[src/rtl/ps2_rx_controller.sv]
// PS/2 receive sequencer: line synchronizer, frame FSM with watchdog, and
// set-2 prefix decoder handing key events to a valid/ready consumer.
module ps2_rx_controller #(
    parameter int TIMEOUT_CYCLES = 4000
) (
    input  logic       clk,
    input  logic       rst,
    input  logic       ps2_clk_raw,
    input  logic       ps2_data_raw,
    output logic       rx_clk_posedge,
    output logic       rx_data,
    output logic       rx_start,
    output logic       rx_rst,
    input  logic [7:0] rx_byte,
    input  logic       rx_byte_strb,
    output logic [7:0] key_code,
    output logic       key_extended,
    output logic       key_release,
    output logic       key_valid,
    input  logic       key_ready,
    output logic       key_overrun,
    output logic       frame_error,
    output logic [2:0] o_dbg_state
);

    localparam int CW = $clog2(TIMEOUT_CYCLES);
    // Abort fires on the increment that would land on TIMEOUT_CYCLES-1.
    localparam logic [CW-1:0] TO_LAST = CW'(TIMEOUT_CYCLES - 2);

    typedef enum logic [2:0] {
        FS_IDLE    = 3'd0,
        FS_START   = 3'd1,
        FS_ARM     = 3'd2,
        FS_RECEIVE = 3'd3,
        FS_CLEAR   = 3'd4
    } fs_state_t;

    fs_state_t r_state;
    fs_state_t w_state_next;

    logic r_clk_meta, r_clk_s, r_clk_prev;
    logic r_data_meta, r_data_s;
    logic w_rise, w_fall, w_edge;

    logic [CW-1:0] r_count;
    logic          w_to_hit;
    logic          w_timeout;
    logic          w_latch;

    logic [7:0] r_byte_q;
    logic       r_byte_new;
    logic       r_ext_flag, r_rel_flag;
    logic [7:0] r_key_code;
    logic       r_key_ext, r_key_rel, r_key_valid, r_key_overrun;
    logic       w_is_e0, w_is_f0, w_event, w_slot_free;

    always_ff @(posedge clk or posedge rst) begin
        if (rst) begin
            r_clk_meta  <= 1'b1;
            r_clk_s     <= 1'b1;
            r_clk_prev  <= 1'b1;
            r_data_meta <= 1'b1;
            r_data_s    <= 1'b1;
        end else begin
            r_clk_meta  <= ps2_clk_raw;
            r_clk_s     <= r_clk_meta;
            r_clk_prev  <= r_clk_s;
            r_data_meta <= ps2_data_raw;
            r_data_s    <= r_data_meta;
        end
    end

    assign w_rise         = r_clk_s & ~r_clk_prev;
    assign w_fall         = ~r_clk_s & r_clk_prev;
    assign w_edge         = w_rise | w_fall;
    assign rx_clk_posedge = w_rise;
    assign rx_data        = r_data_s;
    assign w_to_hit       = (r_count == TO_LAST) && !w_edge;

    always_ff @(posedge clk or posedge rst) begin
        if (rst) r_state <= FS_IDLE;
        else     r_state <= w_state_next;
    end

    always_comb begin
        w_state_next = r_state;
        w_timeout    = 1'b0;
        w_latch      = 1'b0;
        rx_start     = 1'b0;
        case (r_state)
            FS_IDLE: begin
                if (w_fall && !r_data_s) w_state_next = FS_START;
            end
            FS_START: begin
                if (w_rise) begin
                    w_state_next = FS_ARM;
                end else if (w_to_hit) begin
                    w_state_next = FS_CLEAR;
                    w_timeout    = 1'b1;
                end
            end
            FS_ARM: begin
                rx_start     = 1'b1;
                w_state_next = FS_RECEIVE;
            end
            FS_RECEIVE: begin
                // A byte completing on the timeout cycle is still delivered.
                if (rx_byte_strb) begin
                    w_latch      = 1'b1;
                    w_state_next = FS_CLEAR;
                end else if (w_to_hit) begin
                    w_state_next = FS_CLEAR;
                    w_timeout    = 1'b1;
                end
            end
            FS_CLEAR: begin
                w_state_next = FS_IDLE;
            end
            default: begin
                w_state_next = FS_IDLE;
            end
        endcase
    end

    assign rx_rst      = rst | (r_state == FS_CLEAR);
    assign frame_error = w_timeout;
    assign o_dbg_state = r_state;

    always_ff @(posedge clk or posedge rst) begin
        if (rst) begin
            r_count <= '0;
        end else if (w_edge || r_state == FS_IDLE || r_state == FS_CLEAR) begin
            r_count <= '0;
        end else if (r_state == FS_START || r_state == FS_RECEIVE) begin
            r_count <= r_count + 1'b1;
        end
    end

    always_ff @(posedge clk or posedge rst) begin
        if (rst) begin
            r_byte_q   <= 8'h00;
            r_byte_new <= 1'b0;
        end else begin
            r_byte_new <= w_latch;
            if (w_latch) r_byte_q <= rx_byte;
        end
    end

    assign w_is_e0     = (r_byte_q == 8'hE0);
    assign w_is_f0     = (r_byte_q == 8'hF0);
    assign w_event     = r_byte_new && !w_is_e0 && !w_is_f0;
    assign w_slot_free = !r_key_valid || key_ready;

    always_ff @(posedge clk or posedge rst) begin
        if (rst) begin
            r_ext_flag    <= 1'b0;
            r_rel_flag    <= 1'b0;
            r_key_code    <= 8'h00;
            r_key_ext     <= 1'b0;
            r_key_rel     <= 1'b0;
            r_key_valid   <= 1'b0;
            r_key_overrun <= 1'b0;
        end else begin
            r_key_overrun <= 1'b0;
            if (w_timeout) begin
                r_ext_flag <= 1'b0;
                r_rel_flag <= 1'b0;
            end else if (r_byte_new) begin
                if (w_is_e0) begin
                    r_ext_flag <= 1'b1;
                end else if (w_is_f0) begin
                    r_rel_flag <= 1'b1;
                end else begin
                    r_ext_flag <= 1'b0;
                    r_rel_flag <= 1'b0;
                end
            end
            if (w_event && w_slot_free) begin
                r_key_code  <= r_byte_q;
                r_key_ext   <= r_ext_flag;
                r_key_rel   <= r_rel_flag;
                r_key_valid <= 1'b1;
            end else begin
                if (w_event) r_key_overrun <= 1'b1;
                if (r_key_valid && key_ready) r_key_valid <= 1'b0;
            end
        end
    end

    assign key_code     = r_key_code;
    assign key_extended = r_key_ext;
    assign key_release  = r_key_rel;
    assign key_valid    = r_key_valid;
    assign key_overrun  = r_key_overrun;

endmodule

[config.mk]
export PLATFORM = sky130hd
export DESIGN_NAME = ps2_rx_controller
export DESIGN_NICKNAME = d
export VERILOG_FILES = /design/src/rtl/ps2_rx_controller.sv
export SDC_FILE = /design/constraint.sdc
export NUM_CORES = 1
export LEC_CHECK = 0
export CAP_MARGIN = 5
export CORE_ASPECT_RATIO = 0.8
export CORE_MARGIN = 8
export CORE_UTILIZATION = 40
export DETAILED_ROUTE_END_ITERATION = 6
export GPL_TIMING_DRIVEN = 0
export PLACE_DENSITY_LB_ADDON = 0.3
export SKIP_CTS_REPAIR_TIMING = 1
export SLEW_MARGIN = 20
export SYNTH_ARGS = -nofsm -noshare
export SYNTH_HDL_FRONTEND = slang
export SYNTH_SLANG_ARGS = --single-unit
[constraint.sdc]
create_clock -name clk -period 1.87 [get_ports clk]
set_clock_uncertainty 0.05 [all_clocks]
set_input_delay 0.374 -clock clk [delete_from_list [all_inputs] [get_ports clk]]
set_output_delay 0.374 -clock clk [all_outputs]
set_load 0.03 [all_outputs]
==> results of run 1 <==
==> state kept, by name, summed over array words and instances (netlist names), 3 cells and up <==
signal	flops
o_dbg_state	3
r_count	12
key_code	8
r_byte_q	8
==> kinds of logic (layout without fill, tap and decap cells) <==
kind of cell / Yosys count / count (layout)
simple gates: 49 / 49
buf+inv: 13 / 64
fa+ha+maj: 4 / 4
mux: 18 / 18
compound gates: 23 / 23
xor+xnor: 7 / 7
flops: 43 / 43
==> worst paths after layout <==
path	end	cells past startpoint	start	slack, ps
max	frame_error	6	r_clk_s	-360
min	r_count[6]	2	rst	40
max reg2reg	key_code[1]	5	r_byte_q[0]	-70
min reg2reg	r_clk_s	0	r_clk_meta	310
max in group asynchronous	key_overrun	2	rst	940
min in group clk	r_clk_s	0	r_clk_meta	310
==> per-layer routing <==
layer  wire length [um]  up-vias  share of wire  track usage
li1                   -      644              -            -
met4                 70        0          0.016      0.05297
met3                190        7          0.044      0.03654
met2               2007       29           0.47       0.1700
met1               2043      678           0.47       0.1520
met5                  0        -              0            0
==> worst reg2reg max path, delay by kind of cell (launching register included) <==
family	cells	cell delay [ps]
buffers and inverters	1	130
flip-flops	1	400
AO/OA/AOI/OAI	1	290
AND/OR/NAND/NOR	2	650
multiplexers	1	310
==> placed cells by master (no fill, tap or decap), types with 2 or more instances in the layout <==
| cell | netlist | final |
|---|---|---|
| a2111oi_4 | 0 | 2 |
| buf_6 | 1 | 2 |
| mux2_2 | 8 | 8 |
| ha_1 | 4 | 3 |
| dfrtp_1 | 38 | 38 |
| nand2_1 | 11 | 11 |
| dlymetal6s2s_1 | 0 | 4 |
| nand2b_1 | 4 | 3 |
| clkbuf_2 | 0 | 4 |
| dfstp_2 | 5 | 5 |
| a21oi_1 | 6 | 6 |
| clkdlybuf4s50_1 | 0 | 25 |
| nand4_1 | 5 | 5 |
| a31oi_1 | 2 | 2 |
| clkbuf_8 | 0 | 6 |
| mux2_4 | 10 | 10 |
| nand3b_1 | 2 | 2 |
| and3_1 | 2 | 2 |
| buf_4 | 0 | 7 |
| o21ai_0 | 5 | 5 |
| inv_1 | 9 | 7 |
| xor2_1 | 4 | 4 |
| xnor2_1 | 3 | 3 |
| nor2_1 | 17 | 16 |
| clkinvlp_2 | 0 | 2 |
| nand3_1 | 3 | 3 |
==> power by group through the flow <==
stage	sequential, mW	clock (mW)	combinational (mW)
6_report	1.45	0.740	1.50
5_1_grt	1.49	0.795	1.61
3_5_place_dp	1.46	0	1.42
3_3_place_gp	1.43	0	1.39
2_1_floorplan	1.68	0	0.671
4_1_cts	1.44	0.761	1.43
==> cell type report <==
type	instances	area, um^2	area share
multi-input combinational	101	843.3	0.3262
buffer	4	28.78	0.01113
tap	60	75.07	0.02904
inverter	9	37.54	0.01452
timing repair buffer	41	390.4	0.1510
sequential	43	1082	0.4187
clock inverter	2	35.03	0.01355
timing repair inverter	2	10.01	0.003872
clock buffer	6	82.58	0.03195
==> per-stage QoR <==
stage                     instances  setup slack [ps]  utilization
after floorplan                 157           -0.3197            -
after global placement          250             -1181       0.5063
after detailed placement        250             -1214       0.5063
after CTS                       258             -1221       0.5320
after global routing            268            -438.1       0.5657
final                           268            -360.8       0.5657
==> impl_metrics.tcl, run 1 <==
set metrics [dict create \
    status "complete, but fails checks" \
    violations "setup timing" \
    avgSynthCellArea_um2 12.08 \
    via_per_inst 5.067 \
    grt_usage 0.1159 \
    post-dp-hpwl_mm 2.838 \
    synth_compound_area_frac 0.08575 \
    switching_share 0.3633 \
    placed_cell_area_um2 2313 \
    cpLargestDelayFamily "flip-flops" \
    worst_slack_ps -360.8 \
    finalSetupViolCount 19 \
    cellPowerDensity_nw_per_um2 1429 \
    cts_num_sinks 43 \
    hold_violations 0 \
    path_cells "inv_2 -> ha_4 -> and3_1 -> nand4_1 -> nor2_4 -> buf_6" \
    area_delta_synth_final_pct 36.28 \
    cp.buffers_inverters 2 \
    start_util 0.4151 \
    grt_pass1_wl_mm 6.637 \
    diodes 0 \
    synthCells 157 \
    path_class "flop to output port" \
    cts_buffers 5 \
    hp-class "input port to async pin" \
    yosysMostFrequentCell "dfrtp_1" \
    drc 0 \
    hold_ws_ps 36.09 \
    worstPathArrival_ps 1810 \
    first_pass_iters 4 \
    ys_top_cells_by_count "38 x dfrtp_1, 17 x nor2_1, 11 x nand2_1, 10 x mux2_4, 9 x inv_1" \
    synth_ff_type "dfrtp_1" \
    muxShareOfSynthArea 0.1266 \
    combPwrFrac 0.407 \
    yosys_warnings 0 \
    ioPinCount 34 \
    clkPwrFrac 0.200 \
    syn-num-nets 175 \
    p_seq_frac 0.393 \
    critPathRequiredTime_ps 1450 \
    switchingPower_mw 1.342 \
    insertion_delay_ps 300 \
    synthArstFlopShare 1.000 \
    nets 225 \
    fillCellCount 400 \
    fmax_mhz 448.3 \
    grt_max_degree 45 \
    portBuffers 33 \
    synth_xor_area_frac 0.03232 \
    synth_cell_type_count 35 \
    rows 22 \
    cts_buffer_depth 2 \
    dieArea_um2 7215 \
    fin_area_um2 2585 \
    seq_area_frac_synth 0.5706 \
    power_leakage_nw 1.191 \
    p_int_mw 2.351 \
    synth_edf_count 0 \
    finalWirelength_mm 4.312 \
    antenna_found_initial 0 \
    cap_violations 0 \
    die_w_um 92.99 \
    crit_path_end_kind "output port" \
    cts-root-buf "clkbuf_8" \
    netlist.area_leader.share 0.5013 \
    cp_slowest_cell "dfstp_2" \
    synth_top_family_by_area "simple AND/OR/NAND/NOR gates" \
    ys_ff_latch 43 \
    period_share 1.193 \
    cts_tree "built" \
    peakVddDrop_mv 0.6910 \
    overflow 0 \
    cp_max_fo 4 \
    wl_per_cell_um 16.09 \
    drtAntennaViolNets 0 \
    gp_congestion 0.8127 \
    worst_pin_slew_ps 1001 \
    vias 1358 \
    crit_path_max_incr_delay_ps 540 \
    finalCriticalPeriod_ps 2231 \
    synth-simple-area-share 0.1280 \
    start_kind "flop" \
    drive_gt1_frac 0.2885 \
    drtIter0Drc 81 \
    cts_htree_levels 2 \
    synth_top_area_cell "dfrtp_1" \
    fin_tns_setup_ps -1068 \
    syn_area_um2 1897 \
    clkTransAtPathRegs_ps 80 \
    synth_area_leaders "dfrtp_1 50%, mux2_4 7.9%, dfstp_2 6.9%" \
    rsz0062_at_grt "true" \
    grt_pass1_vias 1346 \
    finalMaxSlewViolations 0 \
    synth_fa_ha_area_frac 0.02639 \
    fp.dieH_um 77.59 \
    core_area_um2 4569 \
    p_total_mw 3.693 \
    max-slew-margin-rel 0.3291 \
]
Note: power is estimated with default switching activity, not from simulation.
==> run 2: changes to the inputs <==
--- a/config.mk
+++ b/config.mk
@@ -9,10 +9,12 @@
 export CORE_ASPECT_RATIO = 0.8
 export CORE_MARGIN = 8
 export CORE_UTILIZATION = 40
+export CTS_CLUSTER_DIAMETER = 50
 export DETAILED_ROUTE_END_ITERATION = 6
 export GPL_TIMING_DRIVEN = 0
 export PLACE_DENSITY_LB_ADDON = 0.3
 export SKIP_CTS_REPAIR_TIMING = 1
+export SKIP_LAST_GASP = 1
 export SLEW_MARGIN = 20
 export SYNTH_ARGS = -nofsm -noshare
 export SYNTH_HDL_FRONTEND = slang
==> impl_metrics.tcl, run 2 (same netlist as run 1, synthesis figures left out) <==
set metrics [dict create \
    status "complete, but fails checks" \
    violations "setup timing" \
    min-delay-start "r_clk_meta" \
    finalWirelength_mm 4.315 \
    p_total_mw 3.695 \
    core_area_um2 4569 \
    whs_endpoint "r_clk_s" \
    fmax_mhz 448.3 \
    rows 22 \
    placed_cells 250 \
    drive_gt1_frac 0.2837 \
    cts_num_sinks 43 \
    power_leakage_nw 1.190 \
    worst_pin_slew_ps 1001 \
    die_w_um 92.99 \
    worstPathArrival_ps 1810 \
    ioPinCount 34 \
    grt_pass1_wl_mm 6.637 \
    hp-class "flop to flop" \
    max-slew-margin-rel 0.3291 \
    crit_path_end_kind "output port" \
    peakVddDrop_mv 0.6909 \
    final_cells 268 \
    via_per_inst 5.067 \
    cap_violations 0 \
    insertion_delay_ps 300 \
    finalCriticalPeriod_ps 2231 \
    drc 0 \
    cts_tree "built" \
    gp_congestion 0.8127 \
    rsz0062_at_grt "true" \
    worst_slack_ps -360.8 \
    cts_buffers 5 \
    grt_max_degree 45 \
    portBuffers 33 \
    path_cells "inv_2 -> ha_4 -> and3_1 -> nand4_1 -> nor2_4 -> buf_6" \
    cts-root-buf "clkbuf_8" \
    overflow 0 \
    place_ws_ps -1214 \
    grt_pass1_vias 1346 \
    drtIter0Drc 76 \
    start_util 0.4151 \
    hold_violations 0 \
    antenna_found_initial 0 \
    regMostFlops "r_count" \
    area_delta_synth_final_pct 36.54 \
    grt_usage 0.1159 \
    cp_slowest_cell "dfstp_2" \
    layout_common_cells "38 x dfrtp_1, 26 x clkdlybuf4s50_1, 16 x nor2_1, 11 x nand2_1, 10 x mux2_4" \
    fp.dieH_um 77.59 \
    reg2regPathDepth 5 \
    cts_buffer_depth 2 \
    cts_htree_levels 2 \
    start_kind "flop" \
    post-dp-hpwl_mm 2.838 \
    clkTransAtPathRegs_ps 70 \
    r2r_end "key_code[1]" \
    crit_path_max_incr_delay_ps 540 \
    finalMaxSlewViolations 0 \
    cellPowerDensity_nw_per_um2 1427 \
    fin_tns_setup_ps -1209 \
    min_path_cells 0 \
    wl_per_cell_um 16.10 \
    finalSetupViolCount 20 \
    first_pass_iters 4 \
    critPathRequiredTime_ps 1450 \
    r2r-start "r_byte_q[0]" \
    path_class "flop to output port" \
    dieArea_um2 7215 \
    r2r_setup_slack_ps -70 \
    diodes 0 \
    nets 225 \
    drtAntennaViolNets 0 \
    mostFrequentLayoutCell "dfrtp_1" \
    cp_max_fo 4 \
    vias 1358 \
    period_share 1.193 \
    largest_reg_flops 12 \
]
run 2: cell count changes in the layout (fill, tap and decap cells not counted), sizes merged:
cell / delta
clkdlybuf4s50: +1
clkbuf: -1
run 2: area by class of cell:
type | count | area, um^2
clock inverters | 2 | 35.03
flip-flops and latches | 43 | 1082
inverters | 9 | 37.54
plain buffers | 4 | 28.78
repair buffers | 41 | 395.4
multi-input cells | 101 | 843.3
repair inverters | 2 | 10.01
well taps | 60 | 75.07
fillers | 399 | 1979
clock buffers | 6 | 82.58
run 2: how the worst max path moves through the flow:
| stage | from | end | slack, ps | depth (start not counted) |
|---|---|---|---|---|
| after floorplan | rst | rx_rst | -0.3 | 2 |
| after global placement | rst | rx_rst | -1180 | 4 |
| after detailed placement | rst | rx_rst | -1210 | 4 |
| after CTS | rst | rx_rst | -1220 | 4 |
| after global routing | r_clk_s | frame_error | -440 | 6 |
| final | r_clk_s | frame_error | -360 | 6 |
run 2: worst max-delay path, delay by kind of cell (launching register included):
kind / cells / cell delay, ps
fa+ha+maj: 1 / 260
simple gates: 3 / 530
buf+inv: 2 / 190
flops: 1 / 540
run 2: metal layers:
metal  global-route usage  vias up  share of wire  wire length, um
li1                     -      644              -                -
met1               0.1520      678           0.47             2046
met2               0.1700       29           0.47             2007
met3              0.03654        7          0.044              190
met4              0.05297        0          0.016               70
met5                    0        -              0                0
run 2: metrics by stage:
stage / hold slack (ps) / area [um^2] / utilization
finish: 307.8 / 2590 / 0.5668
global route: 309.8 / 2590 / 0.5668
CTS: 308.5 / 2431 / 0.5320
detailed placement: 297.5 / 2313 / 0.5063
global placement: 296.0 / 2313 / 0.5063
floorplan: 295.2 / 1908 / -
run 2: power by group:
part           switching, mW  internal [mW]
clock network          0.308          0.432
registers              0.240           1.21
logic                  0.794          0.711
total                   1.34           2.35
